$ cat config.mk
export PLATFORM = sky130hd
export DESIGN_NAME = if_stage
export DESIGN_NICKNAME = d
export VERILOG_FILES = /design/src/rtl/if_stage.sv
export SDC_FILE = /design/constraint.sdc
export NUM_CORES = 1
export LEC_CHECK = 0
export ABC_AREA = 1
export BUFFER_PORTS_ARGS = -buffer_cell sky130_fd_sc_hd__buf_2
export CAP_MARGIN = 20
export CORE_MARGIN = 2
export CORE_UTILIZATION = 50
export CTS_CLUSTER_DIAMETER = 40
export CTS_CLUSTER_SIZE = 8
export DETAILED_ROUTE_END_ITERATION = 16
export HOLD_SLACK_MARGIN = 0.02
export PLACE_DENSITY = 0.86
export SLEW_MARGIN = 20
export SYNTH_ARGS = -nofsm -noshare
export SYNTH_HDL_FRONTEND = slang
export SYNTH_SLANG_ARGS = --single-unit
$ cat constraint.sdc
create_clock -name clk -period 1.9 [get_ports clk]
set_input_delay 0.38 -clock clk [delete_from_list [all_inputs] [get_ports clk]]
set_output_delay 0.38 -clock clk [all_outputs]
set_load 0.005 [all_outputs]
$ cat src/rtl/if_stage.sv
// Instruction-fetch stage: owns the word-aligned PC, drives the combinational ROM
// address and registers the fetched word into the IF/ID register.
module if_stage #(
  parameter logic [31:0] RESET_PC = 32'h0000_0000,
  parameter logic [31:0] NOP_INST = 32'h0000_0013
) (
  input  logic        clk,
  input  logic        arst_n,
  input  logic        stall_i,
  input  logic        flush_i,
  input  logic [31:0] jump_addr_i,
  output logic [31:0] rom_addr_o,
  input  logic [31:0] rom_data_i,
  output logic [31:0] inst_o,
  output logic [31:0] inst_addr_o,
  output logic        inst_valid_o
);

  // PC and IF/ID address hold only the word index, so alignment is structural.
  logic [29:0] r_pc;
  logic [31:0] r_inst;
  logic [29:0] r_inst_addr;
  logic        r_valid;

  logic [29:0] w_pc_next;
  logic [31:0] w_inst_next;
  logic [29:0] w_inst_addr_next;
  logic        w_valid_next;
  logic        w_unused_bits;

  assign w_unused_bits = ^jump_addr_i[1:0];

  always_comb begin
    w_pc_next        = r_pc;
    w_inst_next      = r_inst;
    w_inst_addr_next = r_inst_addr;
    w_valid_next     = r_valid;
    if (flush_i) begin
      w_pc_next        = jump_addr_i[31:2];
      w_inst_next      = NOP_INST;
      w_inst_addr_next = '0;
      w_valid_next     = 1'b0;
    end else if (!stall_i) begin
      // Word index increment wraps 0xFFFF_FFFC to 0 naturally.
      w_pc_next        = r_pc + 30'd1;
      w_inst_next      = rom_data_i;
      w_inst_addr_next = r_pc;
      w_valid_next     = 1'b1;
    end
  end

  always_ff @(posedge clk or negedge arst_n) begin
    if (!arst_n) begin
      r_pc        <= RESET_PC[31:2];
      r_inst      <= NOP_INST;
      r_inst_addr <= '0;
      r_valid     <= 1'b0;
    end else begin
      r_pc        <= w_pc_next;
      r_inst      <= w_inst_next;
      r_inst_addr <= w_inst_addr_next;
      r_valid     <= w_valid_next;
    end
  end

  assign rom_addr_o   = {r_pc, 2'b00};
  assign inst_o       = r_inst;
  assign inst_addr_o  = {r_inst_addr, 2'b00};
  assign inst_valid_o = r_valid;

endmodule

# Word-level counts from Yosys, hierarchy flattened
# Index checks and enable logic that the tools add are counted.
# totals
register_bits	93
input_bits	68
output_inout_bits	97
word_cells	14
# classes
add_sub_neg	1
n_eq_ne	1
mux	8
# op_table
cell	count
30-bit two-way mux	4
32-bit two-way mux	2
30-bit by 1-bit adder with 30-bit output, second input constant	1
1-bit two-way mux	2
2-bit by 1-bit inequality test with 1-bit output, second input constant	1

# Depth between registers and ports, before layout
# Gate-level depths: netlist of run 1.
# depth
depth_word	3
mapped_depth	10
ltp_nobuf	10

# Worst setup path after synthesis of run 1
# OpenSTA, ideal clock, no wires.
# synth_timing
kind	reg-to-reg
from	reg r_pc[1]
to	reg r_pc[24]
setup_time_ns	0.116
arrival_time_ns	1.327
required_ns	1.784
slack_ns	0.457
path_stages_with_launch	11
path_buffers	0
period_less_slack_ns	1.443
cell_sequence	dfrtp_1 -> ha_1 -> nand2_1 -> nor2_4 -> nand2_4 -> nor2_4 -> nand2_1 -> nand2_1 -> nand3_1 -> nand2_1 -> nand2_1
# synth_via
elab_chain_len	3
# synth_rtl
element	line_no	source
from (decl)	20	logic [29:0] r_pc;
from (signal assigned)	54	r_pc <= RESET_PC[31:2];
from (signal assigned)	59	r_pc <= w_pc_next;
30-bit by 1-bit adder with 30-bit output	45	w_pc_next = r_pc + 30'd1;
30-bit two-way mux	43	end else if (!stall_i) begin
30-bit two-way mux	38	if (flush_i) begin
# Every way passes these cells. The select of a mux whose other input is x is not followed.
# A chain may end at the register's enable or synchronous reset.

# Worst setup path in the final report of run 1
# layout_timing
from	reg r_pc[1]
to	reg r_pc[20]
# The elaborated chain is that of the path after synthesis.

==> impl_metrics.toml, run 1 <==
[outcome]
outcome = "complete, no violations"

[sta]
fmaxAchievable_mhz = 576
slew_viol_final = 0
fin_skew_ns = 0.0140
finalCritPeriodShare_pct = 91.3
period_needed_ns = 1.73
fin_tns_setup_ns = 0
hold_viol = 0
setup_viol = 0
hold_ws_ns = 0.233
rsz0062_at_grt = "no"

[cells_and_area]
final_cells = 813
stdcell_area_um2 = 5640
drive_gt1_share_pct = 30.4
syn_to_final_growth_pct = 24.8
nets = 769
fillCellCount = 767
diodes = 0

[grt]
grtUsageTotal_pct = 26.5
grt_start_max_net_pins = 41
grt_pass1_vias = 4208
grt_remaining_overflow = 0
grt_pass1_wl_um = 20500
antenna_found_initial = 0

[cts]
clockRootBuffer = "clkbuf_8"
cts_tree = "built"
clk_path_buf_depth = 2
clock_sinks = 93
cts_setup_buffers = 0
worst_skew_pair.late_latency_ns = 0.37
htreeDepth = 3
clk_pin_slew_ns = 0.10
cts-buffers-inserted = 9

[hold_path]
min_to = "inst_o[2]"
hold-path-cell-count = 2
holdCritStartpoint = "rom_data_i[2]"
holdCritPathClass = "input port to register"

[logic_synthesis]
synth.distinct_cells = 28
synth_most_common_cell = "nand2_1"
synth-seq-cells = 93
synthArstFlopShare_pct = 100
synth_ff_type = "dfrtp_1"
yosys-top-cells-count = "164 x nand2_1, 90 x dfrtp_1, 43 x inv_1"
syn_area_um2 = 4520
yosysSeqAreaShare_pct = 51.6
ys_top_cells_by_area = "dfrtp_1 50%, nand2_1 14%, a22o_1 6.4%"
synth_edf_count = 0
ys_warn_count = 0
synth.avg_cell_area_um2 = 8.35
synth_area_leader_cell = "dfrtp_1"
synthCells = 541
yosysTopAreaCellShare_pct = 49.8

[placement]
gp_congestion = 0.931
dp.cells = 796
post_dp_cell_area_um2 = 5430
dp_hpwl_um = 9450
io_buffers = 158

[die]
rows = 34
initial_utilization_pct = 51.6
fp.dieH_um = 99.1
design.core.area_um2 = 8760
fp.dieW_um = 99.1
die-area_um2 = 9810
io_pins = 165

[setup_path]
rr_startpoint = "r_pc[1]"
worstReg2RegEnd = "r_pc[20]"
worstSetupStartpointType = "register"
crit_fanout = 6
required_ns = 2.15
r2r_slack_ns = 0.17
crit_type = "register to register"
arrival_ns = 1.99
reg2regPathDepth = 10
worst_setup_path_end_kind = "register"

[routing]
drt-vias-per-instance = 5.40
via_count = 4389
wl_per_cell_um = 15.7
ant_nets = 0
drcViolationCount = 0
dr.pass1.iters = 5
drt-initial-drc-count = 345
routed_wirelength_um = 12800

[power_and_ir_drop]
fin_total_pwr_uw = 4480
powerDensity_nw_per_um2 = 794
vdd_drop_max_mv = 0.422
leakage_uw = 0.00301

[job]
cap_violations = 0
## power by group
part | internal, uW | switching, uW
registers | 2140 | 164
clock network | 618 | 732
logic | 341 | 482
total | 3100 | 1380
## per-stage QoR
step,worst slack [ns],utilization (%)
final,0.165,64.4
after global routing,0.0283,64.4
after CTS,0.182,64.4
after detailed placement,0.201,62.0
after global placement,0.268,62.0
after floorplan,0.457,-
## area by class of cell
type	count	area, um^2	share of cell area, %
multi-input cells	378	1870	33.2
clock inverters	6	70.1	1.24
clock buffers	10	128	2.26
flip-flops and latches	93	2330	41.3
repair buffers	173	933	16.5
well taps	108	135	2.40
inverters	45	169	2.99
## critical path, stage by stage, from the launching register on
cell and delay, ns:
dfrtp_1 0.46, ha_1 0.21, nand2_1 0.13, nor2_4 0.17, nand2_4 0.11, nor2_4 0.22
nand2_1 0.08, nand2_1 0.06, nand3_1 0.06, nand2_1 0.08, nand2_1 0.06
## kinds of logic (layout without fill, tap and decap cells)
group | Yosys count | in the layout | share of synthesized area, %
AO/OA/AOI/OAI | 99 | 99 | 14.3
adder cells (fa/ha/maj) | 1 | 1 | 0.277
buffers and inverters | 73 | 234 | 7.17
flip-flops | 93 | 93 | 51.6
other | 1 | 4 | 0.0830
AND/OR/NAND/NOR | 274 | 274 | 26.6
## placed cells by master, fill, tap and decap left out, types with 2 or more instances in the layout
| master | Yosys | final |
|---|---|---|
| a211oi_1 | 2 | 2 |
| a21oi_1 | 8 | 8 |
| a22o_1 | 33 | 33 |
| a31oi_1 | 4 | 4 |
| and2_1 | 3 | 3 |
| buf_12 | 0 | 2 |
| buf_2 | 16 | 157 |
| buf_4 | 8 | 13 |
| clkbuf_8 | 0 | 9 |
| clkinvlp_4 | 0 | 3 |
| conb_1 | 1 | 4 |
| dfrtp_1 | 90 | 90 |
| dfstp_2 | 3 | 3 |
| inv_1 | 43 | 43 |
| inv_2 | 2 | 2 |
| inv_6 | 0 | 2 |
| nand2_1 | 164 | 164 |
| nand2_2 | 5 | 5 |
| nand2_4 | 2 | 2 |
| nand3_1 | 37 | 37 |
| nor2_1 | 39 | 39 |
| nor2_2 | 7 | 7 |
| nor2_4 | 8 | 8 |
| nor3_1 | 8 | 8 |
| o211ai_1 | 2 | 2 |
| o21ai_0 | 35 | 35 |
| o21ai_1 | 11 | 11 |
| o22a_1 | 3 | 3 |
## worst max path at each step
stage	slack, ns	startpoint	cells after the start	endpoint
after floorplan	0.46	r_pc[1]	10	r_pc[24]
after global placement	0.27	r_pc[1]	10	r_pc[22]
after detailed placement	0.20	r_pc[1]	10	r_pc[20]
after CTS	0.18	r_pc[1]	10	r_pc[20]
after global routing	0.03	r_pc[1]	10	r_pc[22]
final	0.17	r_pc[1]	10	r_pc[20]
## layer usage
layer	up-vias	GRT usage [%]	routed length [um]
met5	-	0	0
met4	0	11.7	412
met3	34	4.33	1020
met2	196	40.9	6040
met1	2081	37.1	5340
li1	2078	-	-
## flip-flops by register name (all words and copies together) (netlist names)
| name | count |
|---|---|
| inst_o | 32 |
| r_inst_addr | 30 |
| r_pc | 30 |
| inst_valid_o | 1 |
## what timing repair did
| action | 4_1_cts | 5_1_grt |
|---|---|---|
| hold endpoints to repair | 26 | 0 |
| resized for setup | 0 | 0 |
| hold buffers | 1 | 0 |
(Power assumes the default switching activity.)
==> run 2: changes to the inputs <==
--- a/config.mk
+++ b/config.mk
@@ -8,8 +8,10 @@
 export ABC_AREA = 1
 export BUFFER_PORTS_ARGS = -buffer_cell sky130_fd_sc_hd__buf_2
 export CAP_MARGIN = 20
+export CELL_PAD_IN_SITES_DETAIL_PLACEMENT = 0
+export CELL_PAD_IN_SITES_GLOBAL_PLACEMENT = 1
 export CORE_MARGIN = 2
-export CORE_UTILIZATION = 50
+export CORE_UTILIZATION = 36
 export CTS_CLUSTER_DIAMETER = 40
 export CTS_CLUSTER_SIZE = 8
 export DETAILED_ROUTE_END_ITERATION = 16
==> run 2 against run 1 <==
Compared with the run above: sequential share of layout area decreased by 1.4 points; sequential cell count unchanged; clock skew decreased by 0.0099 ns; wire length increased by 4.1%; register-to-register slack improved by 0.06 ns; hold slack improved by 0.030 ns; maximum frequency increased by 3.4%; critical path depth unchanged; clock power increased by 38%; critical endpoint is now r_pc[22]; largest cell class unchanged.
==> impl_metrics.toml, run 2 (synthesis gave the netlist of run 1 again) <==
[outcome]
outcome = "complete, no violations"

[cts]
clock_sinks = 93
htreeDepth = 3
worst_skew_pair.late_latency_ns = 0.34
cts_tree = "built"
cts_setup_buffers = 0
cts-buffers-inserted = 9
clk_pin_slew_ns = 0.07
clk_path_buf_depth = 2
clockRootBuffer = "clkbuf_16"

[power_and_ir_drop]
leakage_uw = 0.00307
powerDensity_nw_per_um2 = 856
vdd_drop_max_mv = 0.439

[placement]
gp_congestion = 0.876
post-place-ws_ns = 0.249
dp_hpwl_um = 9860
io_buffers = 158

[cells_and_area]
largest_reg_flops = 32
fillCellCount = 1235
diodes = 0
final_util_pct = 48.2
syn_to_final_growth_pct = 29.3
layout_commonest_cell = "nand2_1"
drive_gt1_share_pct = 30.4
nets = 768
final_cell_mix = "164 x nand2_1, 157 x buf_2, 90 x dfrtp_1, 43 x inv_1, 39 x nor2_1"
seqCellArea_um2 = 2330
multi_input_area_um2 = 1870

[die]
design.core.area_um2 = 12100
initial_utilization_pct = 37.3
rows = 40
die-area_um2 = 13500
fp.dieW_um = 116
io_pins = 165
fp.dieH_um = 116

[sta]
rsz0062_at_grt = "no"
finalCritPeriodShare_pct = 88.3
fin_tns_setup_ns = 0
setup_viol = 0
worst_slack_ns = 0.223
hold_viol = 0
fmaxAchievable_mhz = 596
period_needed_ns = 1.68
slew_viol_final = 0
fin_skew_ns = 0.00415

[hold_path]
hold-path-cell-count = 2
holdCritPathClass = "input port to register"
holdCritStartpoint = "rom_data_i[9]"
min_to = "inst_o[9]"

[routing]
drcViolationCount = 0
ant_nets = 0
routed_wirelength_um = 13300
drt-initial-drc-count = 275
dr.pass1.iters = 5
drt-vias-per-instance = 4.93
wl_per_cell_um = 15.3
via_count = 4302

[setup_path]
r2r_slack_ns = 0.22
worst_setup_path_end_kind = "register"
reg2regPathDepth = 10
worstReg2RegEnd = "r_pc[22]"
crit_type = "register to register"
rr_startpoint = "r_pc[1]"
arrival_ns = 1.91
required_ns = 2.13
worstSetupStartpointType = "register"
crit_fanout = 6

[grt]
grt_pass1_vias = 4165
antenna_found_initial = 0
grt_pass1_wl_um = 21300
grt_remaining_overflow = 0
grtUsageTotal_pct = 20.2
grt_start_max_net_pins = 44

[job]
cap_violations = 0
run 2: timing repair:
action,in CTS,in global routing
hold endpoints to repair,17,0
hold buffers,1,0
gates resized for setup,0,0
setup endpoints to repair,0,0
run 2: stage by stage:
step                area (um^2)  instances  total power (uW)  hold WS, ns
detailed placement         5530        855              3180        0.301
finish                     5840        872              5000        0.263
CTS                        5840        872              5050        0.254
floorplan                  4530        544              2750       0.0844
global placement           5530        855              3160        0.299
global route               5840        872              5260        0.258
run 2: layout make-up:
cell class	count	share of cell area, %
multi-input combinational	378	32.1
clock buffer	10	4.09
clock inverter	6	1.18
tap	168	3.60
timing repair buffer	172	16.3
inverter	45	2.89
sequential	93	39.9
run 2: worst max-delay path by stage:
stage                       start  endpoint  slack (ns)  cells past startpoint
after floorplan           r_pc[1]  r_pc[24]        0.46                     10
final                     r_pc[1]  r_pc[22]        0.22                     10
after global placement    r_pc[1]  r_pc[22]        0.28                     10
after detailed placement  r_pc[1]  r_pc[22]        0.25                     10
after CTS                 r_pc[1]  r_pc[22]        0.23                     10
after global routing      r_pc[1]  r_pc[20]        0.02                     10
run 2: where the power goes:
part / internal [uW] / switching (uW) / leakage [uW]
logic: 345 / 487 / 0.00175
registers: 2150 / 166 / 0.00117
clock network: 1070 / 791 / 0.000149
total: 3560 / 1440 / 0.00307
run 2: worst max-delay path, cell delays in order, from the launching register on:
cell and delay [ns]:
dfrtp_1 0.43, ha_1 0.19, nand2_1 0.12, nor2_4 0.17, nand2_1 0.09, nor2_2 0.24, nand2_1 0.08, nand2_1 0.06
nand3_1 0.06, nand2_1 0.07, nand2_1 0.05
run 2: per-layer routing:
metal	share of wire [%]	global-route usage (%)	routed length (um)	up-vias
li1	-	-	-	2077
met1	45	28.7	6060	2101
met2	49	31.5	6500	109
met3	4.2	3.29	562	15
met4	1.5	6.83	204	0
met5	0	0	0	-
==> run 3: changes to the inputs <==
--- a/config.mk
+++ b/config.mk
@@ -5,18 +5,17 @@
 export SDC_FILE = /design/constraint.sdc
 export NUM_CORES = 1
 export LEC_CHECK = 0
-export ABC_AREA = 1
 export BUFFER_PORTS_ARGS = -buffer_cell sky130_fd_sc_hd__buf_2
 export CAP_MARGIN = 20
 export CELL_PAD_IN_SITES_DETAIL_PLACEMENT = 0
 export CELL_PAD_IN_SITES_GLOBAL_PLACEMENT = 1
 export CORE_MARGIN = 2
-export CORE_UTILIZATION = 36
+export CORE_UTILIZATION = 37
 export CTS_CLUSTER_DIAMETER = 40
 export CTS_CLUSTER_SIZE = 8
 export DETAILED_ROUTE_END_ITERATION = 16
 export HOLD_SLACK_MARGIN = 0.02
-export PLACE_DENSITY = 0.86
+export PLACE_DENSITY = 0.85
 export SLEW_MARGIN = 20
 export SYNTH_ARGS = -nofsm -noshare
 export SYNTH_HDL_FRONTEND = slang
==> constraint.sdc (replaced) <==
create_clock -name clk -period 1.9 [get_ports clk]
set_input_delay 0.285 -clock clk [delete_from_list [all_inputs] [get_ports clk]]
set_output_delay 0.285 -clock clk [all_outputs]
set_load 0.005 [all_outputs]
==> run 3 against run 2 <==
Compared with the run above: synthesized cell count decreased by 24%; critical path depth shrank 5; power decreased by 3.1%; die area shrank 6.3%; register-to-register slack worse by 0.11 ns; clock power about the same; area after synthesis fell by 3.9%; wire length down 18%; global-route usage fell by 2.7 points; hold slack got worse by 0.098 ns; final area decreased by 2.1%; largest cell class unchanged; highest routed layer unchanged.
==> impl_metrics.toml, run 3 <==
[sta]
rsz0062_at_grt = "no"
fmaxAchievable_mhz = 559
slew_headroom_pct = 60.9
period_needed_ns = 1.79
hold_viol = 0
finalCritPeriodShare_pct = 94.2
setup_viol = 0
tightestPinTransition_ns = 0.586
fin_tns_setup_ns = 0
slew_viol_final = 0
fin_skew_ns = 0.00505
worst_slack_ns = 0.110

[cts]
cts_tree = "built"
cts-buffers-inserted = 9
clk_path_buf_depth = 2
worst_skew_pair.late_latency_ns = 0.33
clk_pin_slew_ns = 0.06
clockRootBuffer = "clkbuf_16"
htreeDepth = 3
clock_sinks = 93

[cells_and_area]
multi_input_area_um2 = 1830
largest_reg_flops = 32
final_cell_mix = "155 x buf_2, 90 x dfrtp_1, 72 x nor2_1, 61 x mux2i_1, 33 x buf_4"
layout_commonest_cell = "buf_2"
diodes = 0
seqCellArea_um2 = 2330
syn_to_final_growth_pct = 31.8
fillCellCount = 1079
nets = 653
drive_gt1_share_pct = 35.3

[grt]
grt_pass1_wl_um = 17900
grt_use_met2_pct = 27.3
grt_remaining_overflow = 0
antenna_found_initial = 0
busiest_layer = "met2"
grtUsageMet1_pct = 24.6
grt_pass1_vias = 3484
met3_usage_pct = 3.24
grtUsageTotal_pct = 17.5
grt_start_max_net_pins = 46

[setup_path]
crit_fanout = 6
required_ns = 2.14
worstSetupStartpointType = "register"
arrival_ns = 2.03
crit_type = "register to register"
worst_setup_path_end_kind = "register"

[power_and_ir_drop]
seq_power_share_pct = 46.1
vdd_drop_max_mv = 0.514
powerDensity_nw_per_um2 = 846
leakage_uw = 0.00297
pwr-share-clk_pct = 38.6
intPower_uw = 3640
netSwitchingFraction_pct = 24.9
comb_power_share_pct = 15.4
fin_total_pwr_uw = 4840
p_sw_uw = 1200

[logic_synthesis]
synth_edf_count = 0
synth_ff_type = "dfrtp_1"
ys_top_cells_by_area = "dfrtp_1 52%, mux2i_1 14%, nor2_1 6.2%"
synth.avg_cell_area_um2 = 10.5
yosys-top-cells-count = "90 x dfrtp_1, 72 x nor2_1, 61 x mux2i_1"
synth.distinct_cells = 37
synthCells = 412
synth-seq-cells = 93
syn_area_um2 = 4340
synth_most_common_cell = "dfrtp_1"
ys_warn_count = 0
yosysTopAreaCellShare_pct = 51.9
yosysSeqAreaShare_pct = 53.7
synthArstFlopShare_pct = 100
synth_area_leader_cell = "dfrtp_1"

[die]
design.core.area_um2 = 11400
rows = 39
fp.dieW_um = 112
fp.dieH_um = 112
die-area_um2 = 12600
io_pins = 165
initial_utilization_pct = 38.0

[routing]
routed_wirelength_um = 11000
dr.pass1.iters = 4
ant_nets = 0
drt-initial-drc-count = 179
wl_per_cell_um = 15.0
drt-vias-per-instance = 5.03
drcViolationCount = 0
via_count = 3680

[job]
cap_violations = 0

[placement]
gp_congestion = 0.804
io_buffers = 158
post-place-ws_ns = 0.0802
dp_hpwl_um = 8020

[outcome]
outcome = "complete, no violations"

[hold_path]
holdCritPathClass = "input port to register"
==> run 3: cell types whose count changed in the layout (fill, tap and decap cells not counted), sizes merged, moves of 11 or more <==
cell   previous run  this run
mux2i             0        61
a22o             33         0
nor2             54        72
buf             171       189
o21ai            46        15
or4               0        13
nand4             1        12
nand3            37        13
nand2           171        31
inv              47         6
==> run 3: final timing paths <==
| path | cells after the start | startpoint | slack (ns) | end |
|---|---|---|---|---|
| min in group asynchronous | 2 | arst_n | 0.45 | r_inst_addr[10] |
| worst min register to register | 2 | r_inst_addr[17] | 0.51 | r_inst_addr[17] |
| worst max register to register | 5 | r_pc[1] | 0.11 | r_pc[19] |
| max in group asynchronous | 3 | arst_n | 0.76 | inst_o[4] |
| worst max-delay path | 5 | r_pc[1] | 0.11 | r_pc[19] |
| worst min-delay path | 3 | jump_addr_i[13] | 0.17 | r_pc[11] |
==> run 3: power by group through the flow <==
stage	clock network (uW)	logic [uW]	registers, uW
6_report	1870	744	2230
3_3_place_gp	0	737	2260
4_1_cts	1910	756	2230
3_5_place_dp	0	753	2270
2_1_floorplan	0	322	2290
5_1_grt	2010	833	2250
==> run 3: metrics by stage <==
step	area (um^2)	utilization, %	cells	hold slack [ns]
floorplan	4350	-	415	-0.0106
global placement	5400	47.3	715	0.278
detailed placement	5400	47.3	715	0.288
CTS	5720	50.1	732	0.153
global route	5720	50.1	732	0.177
finish	5720	50.1	732	0.165
==> run 3: area by class of cell <==
type                            count  share of cell area (%)
Sequential cell                    93                    40.7
Multi-Input combinational cell    284                    32.0
Timing Repair Buffer              190                    18.4
Clock buffer                       14                    4.26
Tap cell                          143                    3.13
Clock inverter                      2                    1.05
Inverter                            6                   0.394
==> run 3: cells by family after synthesis <==
family	synth area share (%)
AOI/OAI and AO/OA	6.34
xor gates and xnor gates	2.62
adders and majority gates	0.288
buffers and inverters	4.47
DFF	53.7
muxes	14.1
other	0.0864
and+or+nand+nor	18.4
==> run 3: repair_timing <==
action	4_1_cts	5_1_grt
setup endpoints to repair	0	5
endpoints found under the hold margin	34	0
resized for setup	0	4
setup buffers	0	0
hold buffers	1	0
==> run 3: metal layers <==
layer | part of all wire (%) | vias to the layer above
li1 | - | 1779
met3 | 5.4 | 11
met4 | 1.5 | 0
met2 | 47 | 106
met5 | 0 | -
met1 | 46 | 1784
==> run 3: worst max-delay path, stage by stage (launching register included) <==
cell and delay, ns:
dfrtp_1 0.35, buf_4 0.14, and4_1 0.33, nand2_1 0.18
or4_1 0.52, a31oi_1 0.19
